[src/rtl/hh_gate_sweep_scheduler.sv]
// Walks one shared Hodgkin-Huxley gate-update unit over every (neuron, gate) pair once per tick,
// clamping each result into the legal gate range before writing it back to the state store.
module hh_gate_sweep_scheduler #(
    parameter int N_NEURONS = 4,
    parameter int IDX_W     = 2,
    parameter int TIMEOUT   = 255,
    parameter int GATE_MAX  = 1000
) (
    input  logic             clk,
    input  logic             reset,
    input  logic             tick,
    input  logic [15:0]      dt_in,
    output logic             busy,
    output logic             sweep_done,
    output logic             gu_req_valid,
    input  logic             gu_req_ready,
    output logic [IDX_W-1:0] gu_neuron,
    output logic [1:0]       gu_gate,
    output logic [15:0]      gu_dt,
    input  logic             gu_rsp_valid,
    input  logic [15:0]      gu_rsp_data,
    output logic             wr_en,
    output logic [IDX_W-1:0] wr_neuron,
    output logic [1:0]       wr_gate,
    output logic [15:0]      wr_data,
    output logic             overrun,
    output logic             timeout_err
);

    typedef enum logic [2:0] {IDLE, ISSUE, WAIT, WRITE, DONE} state_t;

    state_t           state;
    logic [15:0]      wait_cnt;
    logic [15:0]      rsp_clamped;
    logic             last_pair;
    logic             do_advance;
    logic [IDX_W-1:0] next_neuron;
    logic [1:0]       next_gate;

    // Responses are signed; negative values pin to zero, large ones to the full-open value.
    always_comb begin
        rsp_clamped = gu_rsp_data;
        if (gu_rsp_data[15]) begin
            rsp_clamped = '0;
        end else if (gu_rsp_data > 16'(GATE_MAX)) begin
            rsp_clamped = 16'(GATE_MAX);
        end
    end

    always_comb begin
        last_pair   = (gu_neuron == IDX_W'(N_NEURONS - 1)) && (gu_gate == 2'd2);
        next_neuron = gu_neuron;
        next_gate   = gu_gate + 2'd1;
        if (gu_gate == 2'd2) begin
            next_gate   = 2'd0;
            next_neuron = gu_neuron + IDX_W'(1);
        end
        // An abandoned request moves on exactly like a completed write, just without the strobe.
        do_advance = (state == WRITE) ||
                     ((state == WAIT) && !gu_rsp_valid && (wait_cnt == 16'(TIMEOUT - 1)));
    end

    always_ff @(posedge clk or posedge reset) begin
        if (reset) begin
            state        <= IDLE;
            wait_cnt     <= '0;
            busy         <= 1'b0;
            sweep_done   <= 1'b0;
            gu_req_valid <= 1'b0;
            gu_neuron    <= '0;
            gu_gate      <= '0;
            gu_dt        <= '0;
            wr_en        <= 1'b0;
            wr_neuron    <= '0;
            wr_gate      <= '0;
            wr_data      <= '0;
            overrun      <= 1'b0;
            timeout_err  <= 1'b0;
        end else begin
            wr_en      <= 1'b0;
            sweep_done <= 1'b0;

            if (tick && (state != IDLE)) begin
                overrun <= 1'b1;
            end

            case (state)
                IDLE: begin
                    if (tick) begin
                        gu_dt        <= dt_in;
                        gu_neuron    <= '0;
                        gu_gate      <= '0;
                        gu_req_valid <= 1'b1;
                        busy         <= 1'b1;
                        state        <= ISSUE;
                    end
                end
                ISSUE: begin
                    if (gu_req_ready) begin
                        gu_req_valid <= 1'b0;
                        wait_cnt     <= '0;
                        state        <= WAIT;
                    end
                end
                WAIT: begin
                    if (gu_rsp_valid) begin
                        wr_en     <= 1'b1;
                        wr_neuron <= gu_neuron;
                        wr_gate   <= gu_gate;
                        wr_data   <= rsp_clamped;
                        state     <= WRITE;
                    end else if (wait_cnt == 16'(TIMEOUT - 1)) begin
                        timeout_err <= 1'b1;
                    end else begin
                        wait_cnt <= wait_cnt + 16'd1;
                    end
                end
                WRITE: begin
                end
                DONE: begin
                    busy  <= 1'b0;
                    state <= IDLE;
                end
                default: begin
                    state <= IDLE;
                end
            endcase

            if (do_advance) begin
                if (last_pair) begin
                    sweep_done <= 1'b1;
                    state      <= DONE;
                end else begin
                    gu_neuron    <= next_neuron;
                    gu_gate      <= next_gate;
                    gu_req_valid <= 1'b1;
                    state        <= ISSUE;
                end
            end
        end
    end

endmodule

[config.mk]
export PLATFORM = sky130hd
export DESIGN_NAME = hh_gate_sweep_scheduler
export DESIGN_NICKNAME = d
export VERILOG_FILES = /design/src/rtl/hh_gate_sweep_scheduler.sv
export SDC_FILE = /design/constraint.sdc
export NUM_CORES = 1
export LEC_CHECK = 0
export BUFFER_PORTS_ARGS = -buffer_cell sky130_fd_sc_hd__buf_4
export CAP_MARGIN = 20
export CORE_MARGIN = 2
export CORE_UTILIZATION = 56
export DETAILED_ROUTE_END_ITERATION = 12
export PLACE_DENSITY_LB_ADDON = 0.15
export SLEW_MARGIN = 0
export SYNTH_ARGS = -nofsm -noshare
export SYNTH_HDL_FRONTEND = slang
export SYNTH_SLANG_ARGS = --single-unit
[constraint.sdc]
create_clock -name clk -period 3.6 [get_ports clk]
set_input_delay 0.54 -clock clk [delete_from_list [all_inputs] [get_ports clk]]
set_output_delay 0.54 -clock clk [all_outputs]
set_load 0.01 [all_outputs]
==> metrics.md <==
| Metric | Value |
|---|---|
| Outcome | `completed` |
| Async S/R FF share, synth | `between 90% and 100%` |
| Synth unique cells | `53` |
| FP Rows | `26` |
| Highest clock rate | `between 400 and 500 MHz` |
| Fillers | `roughly 360` |
| Vias | `around 2600` |
| Largest net degree at the start of global routing | `34` |
| Number of DRC markers in iteration 0 | `198` |
| Least-Margin Pin Slew | `roughly 0.77 ns` |
| Setup Viol. Count Final | `0` |
| Lkg Pwr | `about 1.9 nW` |
| Mapped Nets | `344` |
| Synth-to-Final Area Change | `27.5%` |
| Top-level I/O count | `just over 80` |
| CP max FO | `9` |
| Required @ worst endpoint | `3.82 ns` |
| Overflow after GRT | `0` |
| WL/cell | `around 16 um` |
| Synth top area share | `about 53%` |
| Startpoint types | `flop` |
| Max Root-Sink Buffers | `2` |
| Multi-input logic area | `between 1000 and 1500 sq um` |
| Drt drc | `0` |
| Vias per inst | `around 5.6` |
| Core Region | `5170 sq um` |
| Final Max Tran Viols | `0` |
| Final wirelength | `approximately 7300 um` |
| Rel. slew slack | `approximately 50%` |
| Num CTS Buffers | `9` |
| Hold Slack | `0.296 ns` |
| Most frequent cells in the layout | `87 x buf_4, 70 x nand2_1, 64 x dfrtp_1` |
| Post-cts repair resize count | `0` |
| Initial antenna violation count | `0` |
| N_diodes | `0` |
| Top post-synthesis cells by area | `dfrtp_1 53%, nand2_1 8.6%, mux2i_1 3.3%` |
| Predominant post-synthesis flop cell | `dfrtp_1` |
| Non-Filler Instances | `around 460` |
| Post-Syn Area | `about 3100 sq um` |
| Worst reg2reg setup slack | `1.31 ns` |
| Dpl hpwl | `slightly above 5000 um` |
| Sequential-to-total area share from yosys stat | `a little over half` |
| Final hold vios | `0` |
| GR Util All Layers | `around a quarter` |
| DR pass1 iterations | `4` |
| RSZ-0062 raised after global routing | `false` |
| Die Span Y | `77.8 um` |
| Final #Nets | `between 400 and 500` |
| Setup CP Type | `flop to flop` |
| Vias in the first global route | `roughly 2700` |
| # hold bufs at CTS | `0` |
| Fraction of layout cells with a size suffix above 1 | `28.3%` |
| Port buffer count | `81` |
| PwrDens | `approximately 620 nW/um^2` |
| WP data arrival | `between 2 and 3 ns` |
| Die X | `between 70 and 80 um` |
| Placed Area | `~3700 sq um` |
| Die area | `approximately 6100 sq um` |
| Worst hold path type | `input port to async pin` |
| Seq cells post-synth | `64` |
| Initial Utilization | `approximately 59%` |
| Register area | `approximately 1600 sq um` |
| Setup Buffers After CTS | `0` |
| Clock-pin slew on the worst setup and hold paths | `about 0.07 ns` |
| Number of synthesized flops with an enable pin | `0` |
| Cells after synthesis | `roughly 300` |
| Root buf cell | `clkbuf_8` |
| Minimum clock period | `between 2 and 2.5 ns` |
| Tcrit/Tclk final | `between 60% and 70%` |
| CTS Sinks | `64` |
| Max Cap Viol | `0` |
| Routability congestion estimate from global placement | `0.861` |
| Setup_tns | `0 ns` |
| CTS tree | `built` |
| Clk_skew | `around 0.0082 ns` |
| Post-Layout Inst Area | `just under 4000 sq um` |
| Yosys Warn Count | `0` |
| Clk Latency, worst-skew pair | `0.34 ns` |
| Largest area contributor in the netlist | `dfrtp_1` |
| Mean Syn Cell Area | `10.0 sq um` |
| Maximum vdd ir drop | `441 uV` |
| First-pass GRT wire length | `12600 um` |
| Commonest non-fill, non-tap cell in the layout | `buf_4` |
| Final ANT Viol Nets | `0` |
| Placed instance count | `approximately 450` |
| H-tree levels | `3` |
| CP Capture Type | `flop` |
-- area by class of cell --
type,instances,area share (%)
flip-flops and latches,64,41.2
multi-input cells,218,34.5
repair buffers,87,16.8
clock buffers,12,3.47
well taps,70,2.25
clock inverters,4,1.16
inverters,7,0.675
-- registers in the layout (all words and copies together), names as in the netlist, 2 cells and up, named ones only --
signal,flops
gu_dt,16
wait_cnt,16
wr_data,15
state,3
gu_neuron,2
wr_gate,2
wr_neuron,2
-- cell families after synthesis --
logic type,count (synthesis),share of synthesized area (%)
buffers and inverters,22,3.53
AOI/OAI and AO/OA,53,11.9
muxes,14,4.76
other,1,0.123
adders and majority gates,3,1.23
DFF,64,52.5
xor gates and xnor gates,1,0.287
and+or+nand+nor,146,25.7
-- metal layers --
layer / GRT usage (%) / part of all wire, % / vias up
met5: 0 / 0 / -
met2: 43.0 / 51 / 67
met1: 33.1 / 42 / 1250
met3: 7.79 / 5.1 / 15
li1: - / - / 1241
met4: 11.3 / 2.1 / 0
-- cell usage after synthesis, types with 2 or more instances --
cell / number
a2111oi_0: 2
a211oi_1: 2
a21o_1: 2
a21oi_1: 15
a22o_1: 4
and2_1: 7
and3_1: 2
and4_1: 4
buf_2: 5
buf_4: 3
clkbuf_1: 6
dfrtp_1: 64
ha_1: 3
inv_1: 7
mux2_2: 4
mux2i_1: 10
nand2_1: 70
nand2b_1: 10
nand3_1: 6
nand3b_1: 2
nand4_1: 4
nor2_1: 12
nor3_1: 3
nor4_1: 3
nor4b_2: 2
o2111ai_1: 2
o21ai_0: 6
o31ai_1: 11
or3_1: 4
or4_1: 4
or4b_1: 2
or4bb_1: 2
-- per-stage QoR --
| step | total power [mW] | setup WS [ns] | util, % |
|---|---|---|---|
| final | 2.43 | 1.31 | 75.2 |
| after global routing | 2.58 | 1.18 | 75.2 |
| after CTS | 2.44 | 1.33 | 75.2 |
| after detailed placement | 1.85 | 1.33 | 71.7 |
| after global placement | 1.81 | 1.38 | 71.7 |
| after floorplan | 1.47 | 1.46 | - |
-- critical path: stages, from the launching register on --
cell     delay (ns)
dfrtp_1        0.41
inv_1          0.10
ha_1           0.16
or4b_1         0.45
nor4_1         0.40
buf_4          0.25
a21oi_1        0.11
mux2_2         0.30
-- power by group --
group | internal (mW) | switching, mW | leakage (nW)
Sequential | 0.888 | 0.144 | 0.840
Clock | 0.317 | 0.269 | 0.0941
Combinational | 0.376 | 0.432 | 1.00
-- path summary, 6_finish.rpt --
kind / startpoint / end / cells after the start
worst max-delay path: wait_cnt[0]$_DFFE_PP0P_ / wait_cnt[1]$_DFFE_PP0P_ / 7
worst min-delay path: reset / wr_data[13]$_DFFE_PP0P_ / 2
worst max register to register: wait_cnt[0]$_DFFE_PP0P_ / wait_cnt[1]$_DFFE_PP0P_ / 7
worst min register to register: timeout_err$_DFFE_PP0P_ / timeout_err$_DFFE_PP0P_ / 1
max in group asynchronous: reset / gu_dt[6]$_DFFE_PP0P_ / 3
min in group clk: dt_in[2] / gu_dt[2]$_DFFE_PP0P_ / 3
(Power assumes the default switching activity.)
